### src/rtl/csr_jobq_pkg.sv
// csr_jobq_pkg: shared constants for the csr_jobq CSR block.
//   - CSR byte addresses (12-bit wide; narrower buses are zero-extended)
//   - CTRL / STATUS / QSTAT bit indices
//   - job descriptor layout: 8 fields x 32 bits, M in the lowest field
//   - reset constants (1.0f for the scale registers, DEAD_BEEF for unmapped reads)
package csr_jobq_pkg;

  localparam logic [11:0] A_CTRL       = 12'h000;
  localparam logic [11:0] A_SHADOW0    = 12'h004;
  localparam logic [11:0] A_QSTAT      = 12'h024;
  localparam logic [11:0] A_STATUS     = 12'h028;
  localparam logic [11:0] A_IRQ_MASK   = 12'h02C;
  localparam logic [11:0] A_DONE_CNT   = 12'h030;
  localparam logic [11:0] A_PERF_BUSY  = 12'h034;
  localparam logic [11:0] A_PERF_STALL = 12'h038;

  localparam int unsigned CTRL_DOORBELL = 0;
  localparam int unsigned CTRL_ABORT    = 1;
  localparam int unsigned CTRL_IRQ_EN   = 2;

  localparam int unsigned ST_BUSY = 0;
  localparam int unsigned ST_DONE = 1;
  localparam int unsigned ST_OVF  = 8;
  localparam int unsigned ST_ILL  = 9;
  localparam int unsigned ST_CRC  = 10;

  localparam int unsigned QS_FULL  = 16;
  localparam int unsigned QS_EMPTY = 17;

  // Descriptor field indices; field i lives at desc[32*i +: 32] and at
  // CSR address A_SHADOW0 + 4*i.
  localparam int unsigned DESC_M      = 0;
  localparam int unsigned DESC_N      = 1;
  localparam int unsigned DESC_K      = 2;
  localparam int unsigned DESC_TM     = 3;
  localparam int unsigned DESC_TN     = 4;
  localparam int unsigned DESC_TK     = 5;
  localparam int unsigned DESC_SA     = 6;
  localparam int unsigned DESC_SW     = 7;
  localparam int unsigned DESC_FIELDS = 8;
  localparam int unsigned FIELD_W     = 32;
  localparam int unsigned DESC_W      = DESC_FIELDS * FIELD_W;

  localparam logic [31:0] RST_ONE_F    = 32'h3F80_0000;
  localparam logic [31:0] RST_UNMAPPED = 32'hDEAD_BEEF;

  function automatic logic [11:0] shadow_addr(input int unsigned idx);
    return A_SHADOW0 + 12'(idx * 4);
  endfunction

  function automatic logic [31:0] shadow_rst(input int unsigned idx);
    return (idx >= DESC_SA) ? RST_ONE_F : '0;
  endfunction

endpackage

### src/rtl/csr_job_fifo.sv
// csr_job_fifo: first-word fall-through queue of job descriptors.
//   clk, rst (async, active-high)
//   push/din  : write an entry; accepted when not full, or when full and
//               a pop happens in the same cycle
//   pop       : remove the head; ignored when empty
//   flush     : empty the queue; overrides push and pop
//   dout      : head entry (valid while !empty)
//   level, full, empty : occupancy
module csr_job_fifo #(
  parameter int unsigned DEPTH = 4,
  parameter int unsigned WIDTH = 256,
  parameter int unsigned LVL_W = $clog2(DEPTH) + 1
) (
  input  logic             clk,
  input  logic             rst,
  input  logic             push,
  input  logic [WIDTH-1:0] din,
  input  logic             pop,
  input  logic             flush,
  output logic [WIDTH-1:0] dout,
  output logic [LVL_W-1:0] level,
  output logic             full,
  output logic             empty
);
  localparam int unsigned PTR_W = $clog2(DEPTH);

  logic [WIDTH-1:0] mem [DEPTH];
  logic [PTR_W-1:0] rd_ptr, wr_ptr;
  logic [LVL_W-1:0] count;
  logic             do_push, do_pop;

  assign full    = (count == LVL_W'(DEPTH));
  assign empty   = (count == '0);
  assign level   = count;
  assign do_pop  = pop && !empty;
  // When full, a same-cycle pop frees the slot wr_ptr points at (== rd_ptr).
  assign do_push = push && (!full || do_pop);
  assign dout    = mem[rd_ptr];

  always_ff @(posedge clk or posedge rst) begin
    if (rst) begin
      rd_ptr <= '0;
      wr_ptr <= '0;
      count  <= '0;
    end else if (flush) begin
      rd_ptr <= '0;
      wr_ptr <= '0;
      count  <= '0;
    end else begin
      if (do_push) wr_ptr <= wr_ptr + 1'b1;
      if (do_pop)  rd_ptr <= rd_ptr + 1'b1;
      case ({do_push, do_pop})
        2'b10:   count <= count + 1'b1;
        2'b01:   count <= count - 1'b1;
        default: ;
      endcase
    end
  end

  always_ff @(posedge clk) begin
    if (do_push && !flush) mem[wr_ptr] <= din;
  end

endmodule

### src/rtl/csr_jobq.sv
// csr_jobq: accelerator CSR block with a doorbell-fed job queue.
//   Host side : csr_wen/csr_ren/csr_addr/csr_wdata in, csr_rdata/csr_rvalid
//               out (registered, one cycle after csr_ren).
//   Core side : job_valid/job_ready/job_desc FWFT handshake, core_busy and
//               core_done_pulse status inputs, abort_pulse out.
//   Misc      : rx_crc_error sticky input, irq registered level output.
//   Optional  : define CSR_PERF_CNT_EN to add PERF_BUSY (0x34) and
//               PERF_STALL (0x38) saturating counters.
module csr_jobq
  import csr_jobq_pkg::*;
#(
  parameter int unsigned ADDR_W     = 8,
  parameter int unsigned JOBQ_DEPTH = 4,
  parameter int unsigned LVL_W      = $clog2(JOBQ_DEPTH) + 1
) (
  input  logic              clk,
  input  logic              rst,
  input  logic              csr_wen,
  input  logic              csr_ren,
  input  logic [ADDR_W-1:0] csr_addr,
  input  logic [31:0]       csr_wdata,
  output logic [31:0]       csr_rdata,
  output logic              csr_rvalid,
  input  logic              core_busy,
  input  logic              core_done_pulse,
  input  logic              rx_crc_error,
  output logic              job_valid,
  input  logic              job_ready,
  output logic [255:0]      job_desc,
  output logic              abort_pulse,
  output logic              irq
);
  logic [11:0]        addr;
  logic [31:0]        shadow [DESC_FIELDS];
  logic [DESC_W-1:0]  shadow_flat;
  logic               irq_en, st_done, st_ovf, st_ill, st_crc;
  logic [10:1]        irq_mask;
  logic [31:0]        done_cnt;
  logic [31:0]        status, qstat, rd_mux;
  logic               wr_ctrl, wr_status, wr_mask, wr_cnt;
  logic               abort_req, doorbell, illegal, push_req, pop, overflow;
  logic [LVL_W-1:0]   q_level;
  logic               q_full, q_empty;

  assign addr      = 12'(csr_addr);
  assign wr_ctrl   = csr_wen && (addr == A_CTRL);
  assign wr_status = csr_wen && (addr == A_STATUS);
  assign wr_mask   = csr_wen && (addr == A_IRQ_MASK);
  assign wr_cnt    = csr_wen && (addr == A_DONE_CNT);

  // Abort in the same write as a doorbell suppresses the doorbell entirely.
  assign abort_req = wr_ctrl && csr_wdata[CTRL_ABORT];
  assign doorbell  = wr_ctrl && csr_wdata[CTRL_DOORBELL] && !csr_wdata[CTRL_ABORT];
  assign illegal   = doorbell && ((shadow[DESC_TM] == '0) || (shadow[DESC_TN] == '0) ||
                                  (shadow[DESC_TK] == '0));
  assign push_req  = doorbell && !illegal;
  assign pop       = job_valid && job_ready;
  assign overflow  = push_req && q_full && !pop;
  assign job_valid = !q_empty;

  always_comb begin
    shadow_flat = '0;
    for (int unsigned i = 0; i < DESC_FIELDS; i++) shadow_flat[i*FIELD_W +: FIELD_W] = shadow[i];
  end

  csr_job_fifo #(.DEPTH(JOBQ_DEPTH), .WIDTH(DESC_W), .LVL_W(LVL_W)) u_fifo (
    .clk(clk), .rst(rst), .push(push_req), .din(shadow_flat), .pop(pop),
    .flush(abort_req), .dout(job_desc), .level(q_level), .full(q_full), .empty(q_empty)
  );

  always_ff @(posedge clk or posedge rst) begin
    if (rst) begin
      for (int unsigned i = 0; i < DESC_FIELDS; i++) shadow[i] <= shadow_rst(i);
    end else if (csr_wen) begin
      for (int unsigned i = 0; i < DESC_FIELDS; i++)
        if (addr == shadow_addr(i)) shadow[i] <= csr_wdata;
    end
  end

  // Sticky bits: a set event in the same cycle as its W1C wins.
  always_ff @(posedge clk or posedge rst) begin
    if (rst) begin
      irq_en      <= 1'b0;
      st_done     <= 1'b0;
      st_ovf      <= 1'b0;
      st_ill      <= 1'b0;
      st_crc      <= 1'b0;
      irq_mask    <= '0;
      done_cnt    <= '0;
      abort_pulse <= 1'b0;
      irq         <= 1'b0;
      csr_rdata   <= '0;
      csr_rvalid  <= 1'b0;
    end else begin
      if (wr_ctrl) irq_en   <= csr_wdata[CTRL_IRQ_EN];
      if (wr_mask) irq_mask <= csr_wdata[10:1];
      st_done <= core_done_pulse | (st_done & ~(wr_status & csr_wdata[ST_DONE]));
      st_ovf  <= overflow        | (st_ovf  & ~(wr_status & csr_wdata[ST_OVF]));
      st_ill  <= illegal         | (st_ill  & ~(wr_status & csr_wdata[ST_ILL]));
      st_crc  <= rx_crc_error    | (st_crc  & ~(wr_status & csr_wdata[ST_CRC]));
      if (wr_cnt)                                 done_cnt <= core_done_pulse ? 32'd1 : '0;
      else if (core_done_pulse && done_cnt != '1) done_cnt <= done_cnt + 1'b1;
      abort_pulse <= abort_req;
      irq         <= irq_en && |(status[10:1] & irq_mask);
      csr_rvalid  <= csr_ren;
      if (csr_ren) csr_rdata <= rd_mux;
    end
  end

`ifdef CSR_PERF_CNT_EN
  logic [31:0] perf_busy, perf_stall;
  logic        wr_perf;
  assign wr_perf = csr_wen && ((addr == A_PERF_BUSY) || (addr == A_PERF_STALL));

  always_ff @(posedge clk or posedge rst) begin
    if (rst) begin
      perf_busy  <= '0;
      perf_stall <= '0;
    end else if (wr_perf) begin
      perf_busy  <= '0;
      perf_stall <= '0;
    end else begin
      if (core_busy && perf_busy != '1) perf_busy <= perf_busy + 1'b1;
      if (job_valid && !job_ready && perf_stall != '1) perf_stall <= perf_stall + 1'b1;
    end
  end
`endif

  always_comb begin
    status           = '0;
    status[ST_BUSY]  = core_busy;
    status[ST_DONE]  = st_done;
    status[ST_OVF]   = st_ovf;
    status[ST_ILL]   = st_ill;
    status[ST_CRC]   = st_crc;
    qstat            = '0;
    qstat[LVL_W-1:0] = q_level;
    qstat[QS_FULL]   = q_full;
    qstat[QS_EMPTY]  = q_empty;
    rd_mux           = RST_UNMAPPED;
    case (addr)
      A_CTRL:       begin rd_mux = '0; rd_mux[CTRL_IRQ_EN] = irq_en; end
      A_QSTAT:      rd_mux = qstat;
      A_STATUS:     rd_mux = status;
      A_IRQ_MASK:   begin rd_mux = '0; rd_mux[10:1] = irq_mask; end
      A_DONE_CNT:   rd_mux = done_cnt;
`ifdef CSR_PERF_CNT_EN
      A_PERF_BUSY:  rd_mux = perf_busy;
      A_PERF_STALL: rd_mux = perf_stall;
`endif
      default: begin
        for (int unsigned i = 0; i < DESC_FIELDS; i++)
          if (addr == shadow_addr(i)) rd_mux = shadow[i];
      end
    endcase
  end

endmodule

### config.mk
export PLATFORM = sky130hd
export DESIGN_NAME = csr_jobq
export DESIGN_NICKNAME = d
export VERILOG_FILES = /design/src/rtl/csr_jobq_pkg.sv /design/src/rtl/csr_job_fifo.sv /design/src/rtl/csr_jobq.sv
export SDC_FILE = /design/constraint.sdc
export NUM_CORES = 1
export LEC_CHECK = 0
export ABC_CLOCK_PERIOD_IN_PS = 25100
export CAP_MARGIN = 40
export CORE_MARGIN = 2
export CORE_UTILIZATION = 45
export DETAILED_ROUTE_END_ITERATION = 8
export PLACE_DENSITY = 0.74
export SLEW_MARGIN = 20
export SYNTH_ARGS = -nofsm -noshare
export SYNTH_HDL_FRONTEND = slang
export SYNTH_SLANG_ARGS = --single-unit
### constraint.sdc
create_clock -name clk -period 25.1 [get_ports clk]
set_clock_uncertainty 0.15 [all_clocks]
set_input_delay 5.02 -clock clk [delete_from_list [all_inputs] [get_ports clk]]
set_output_delay 5.02 -clock clk [all_outputs]
set_load 0.01 [all_outputs]
==> impl_metrics.tcl <==
set metrics [dict create \
    wl_microns 152800 \
    rsz0062_at_grt "no" \
    root_buffer "clkbuf_16" \
    synth_flop_cell "edfxtp_1" \
    syn-num-nets 2809 \
    num_rows 126 \
    slowest_delay_ns 0.84 \
    worst_slew_pin_slew_ns 1.011 \
    maxCapViolations 0 \
    p_leak_uw 0.02291 \
    path_delay_family "buffers and inverters" \
    cts_sinks 1369 \
    crit_arrival_ns 9.89 \
    viasPerCell 6.205 \
    grt_pass1_vias 29050 \
    drive_gt1_frac 0.2557 \
    drv_slew 0 \
    ys_types 74 \
    vias 29790 \
    synth_warnings 0 \
    min_period_over_period 0.3833 \
    synth_seq_cells 1369 \
    ant_nets 0 \
    crit_fanout 43 \
    htree_num_levels 4 \
    r2r_cells 10 \
    power.density_nw_per_um2 95.21 \
    r2r_setup_slack_ns 20.23 \
    hp-class "reg2reg" \
    postCtsSetupBuffers 0 \
    ir_worst_vdd_uv 85.41 \
    clkLatencyLatePin_ns 0.77 \
    final_nets 3203 \
    ctsHoldBuffers 0 \
    whs_path_depth 1 \
    grt_max_degree 146 \
    io_buffers 339 \
    worst_path_most_repeated_cell "buf_4" \
    start_kind "input pin" \
    timing.rr.start "shadow[109]" \
    cp_cell_sequence "clkdlybuf4s50_1 -> nor4_2 -> buf_4 -> nand4_1 -> nor4_2 -> and2_4 -> buf_12 -> buf_4 -> buf_16 -> buf_4 -> buf_16" \
    post-dp-hpwl_microns 104000 \
    synth-edff-count 1024 \
    status "complete, no violations" \
    crit_buf_inv 7 \
    setup_viol 0 \
    drtIter0Drc 3808 \
    finalSetupTns_ns 0 \
    die_width_microns 347.6 \
    cp_slowest_cell "clkdlybuf4s50_1" \
    antenna_found_initial 22 \
    clk_pin_slew_worst_paths_ns 0.06 \
    synthCells 2755 \
    holdWs_ns 0.3559 \
    pre_cts_ws_ns 14.61 \
    initial_utilization 0.4518 \
    reg2reg_to "u_fifo.mem[3][148]" \
    final_hold_viol_count 0 \
    fin_util 0.5392 \
    cp.required_ns 25.37 \
    yosysSeqAreaShare 0.7415 \
    grt_pass1_wl_microns 215600 \
    fillers 8927 \
    synthArstFlopShare 0.2520 \
    min-delay-start "csr_rdata[20]" \
    fin_ws_ns 15.48 \
    ios 340 \
    critPathCaptureType "register" \
    syn2layout_area_growth_pct 19.34 \
    slew_headroom 0.3261 \
    grt_usage 0.2512 \
    routabilityCongestion 0.9940 \
    cts_resized 0 \
    drc 0 \
    core-area_sq_um 117600 \
    routedWlPerCell_microns 31.83 \
    dieHeight_microns 347.6 \
    first_pass_iters 6 \
    synth_area_sq_um 53140 \
    die_area_sq_um 120800 \
    grt.overflow.total 0 \
    syn_avg_cell_area_sq_um 19.29 \
    max_freq_mhz 103.9 \
    cts_tree "built" \
    cts.path.max_buffers 3 \
    whs_endpoint "csr_rdata[20]" \
    cts_buffers 136 \
    post-route-min-period_ns 9.620 \
    worstSetupPathType "in2reg" \
]
sequential cells by signal, indices dropped and copies added, names as in the netlist, 2 cells and up:
register,flops
u_fifo.wr_ptr,2
irq_mask,10
u_fifo.mem,1024
csr_rdata,32
done_cnt,32
shadow,256
u_fifo.level,3
u_fifo.rd_ptr,2
area by class of cell:
type	count	area, sq um	share of cell area
Inverter	18	75.07	0.001184
Antenna cell	7	17.52	0.0002762
Clock buffer	187	3759	0.05927
Tap cell	1536	1922	0.03031
Clock inverter	60	673.1	0.01062
Sequential cell	1369	39410	0.6214
Multi-Input combinational cell	1209	13040	0.2056
Timing Repair Buffer	415	4523	0.07133
worst reg2reg max path, stage by stage, from the launching register on:
cell and delay (ns):
dfrtp_1 0.66, nor4_1 0.13, nand4_1 0.14, o22ai_1 0.26, nor4_2 0.78, and2_4 0.47, buf_12 0.29, buf_4 0.49
buf_16 0.30, buf_4 0.52, buf_16 0.30
synthesized netlist by cell type (12+ instances only):
cell type | n | area share
nor4_1 | 30 | 0.0035
edfxtp_1 | 1024 | 0.58
dfstp_2 | 14 | 0.0069
nand3_1 | 32 | 0.0030
mux2_2 | 264 | 0.056
dfrtp_1 | 331 | 0.16
buf_1 | 39 | 0.0028
a31oi_1 | 14 | 0.0016
nand4_1 | 21 | 0.0025
mux4_2 | 256 | 0.11
nand2_1 | 90 | 0.0064
xor2_1 | 27 | 0.0045
o221ai_1 | 18 | 0.0030
o22ai_1 | 55 | 0.0065
and3_1 | 13 | 0.0015
a21oi_1 | 34 | 0.0032
clkbuf_1 | 73 | 0.0052
o211ai_1 | 13 | 0.0018
o22a_1 | 16 | 0.0026
mux2i_1 | 19 | 0.0036
inv_1 | 18 | 0.0013
nor2_1 | 80 | 0.0057
buf_2 | 43 | 0.0041
o21ai_0 | 73 | 0.0069
nor2b_1 | 12 | 0.0014
power breakdown:
group | internal [uW] | total [uW] | switching, uW | leakage [uW]
registers | 2470 | 2560 | 89.8 | 0.0143
logic | 777 | 1460 | 684 | 0.00650
clock network | 1160 | 2020 | 857 | 0.00215
total | 4410 | 6040 | 1630 | 0.0229
kinds of logic after synthesis:
kind of cell / count (synthesis) / share of synthesized area
buffers and inverters: 177 / 0.01382
xor gates and xnor gates: 31 / 0.005110
DFF: 1369 / 0.7415
and+or+nand+nor: 343 / 0.03363
muxes: 543 / 0.1689
adders and majority gates: 6 / 0.001554
AOI/OAI and AO/OA: 286 / 0.03551
metrics by stage:
stage / cells / cell area [sq um] / power (uW)
after floorplan: 2755 / 53140 / 3321
after global placement: 4511 / 58160 / 4068
after detailed placement: 4542 / 58850 / 4085
after CTS: 4789 / 63280 / 6086
after global routing: 4795 / 63400 / 6227
final: 4801 / 63410 / 6038
routing by layer:
metal | track usage | vias to the layer above | share of wire
li1 | - | 11930 | -
met1 | 0.3430 | 15750 | 0.38
met2 | 0.3854 | 1783 | 0.47
met3 | 0.07176 | 313 | 0.11
met4 | 0.09462 | 18 | 0.038
met5 | 0 | - | 0.00071
cell usage in the layout, fill, tap and decap left out, types with 13 or more instances in the layout:
| master | n |
|---|---|
| a21oi_1 | 34 |
| a31oi_1 | 14 |
| and3_1 | 13 |
| buf_16 | 21 |
| buf_4 | 39 |
| clkbuf_1 | 38 |
| clkbuf_16 | 139 |
| clkdlybuf4s50_1 | 336 |
| clkinv_1 | 20 |
| dfrtp_1 | 329 |
| dfstp_2 | 14 |
| edfxtp_1 | 1024 |
| inv_1 | 17 |
| mux2_2 | 264 |
| mux2i_1 | 19 |
| mux4_2 | 256 |
| nand2_1 | 88 |
| nand3_1 | 29 |
| nand4_1 | 21 |
| nor2_1 | 80 |
| nor4_1 | 30 |
| o211ai_1 | 13 |
| o21ai_0 | 73 |
| o221ai_1 | 18 |
| o22a_1 | 16 |
| o22ai_1 | 55 |
| xor2_1 | 27 |
how the worst max path moves through the flow:
stage	startpoint	end	cells after the start
floorplan	rst	abort_pulse	1
global placement	csr_addr[5]	u_fifo.mem[3][148]	8
detailed placement	csr_addr[5]	u_fifo.mem[3][148]	10
CTS	csr_addr[5]	u_fifo.mem[3][148]	10
global route	csr_addr[5]	u_fifo.mem[3][114]	11
finish	csr_addr[5]	u_fifo.mem[3][148]	11
Power figures use the tool's default switching activity.
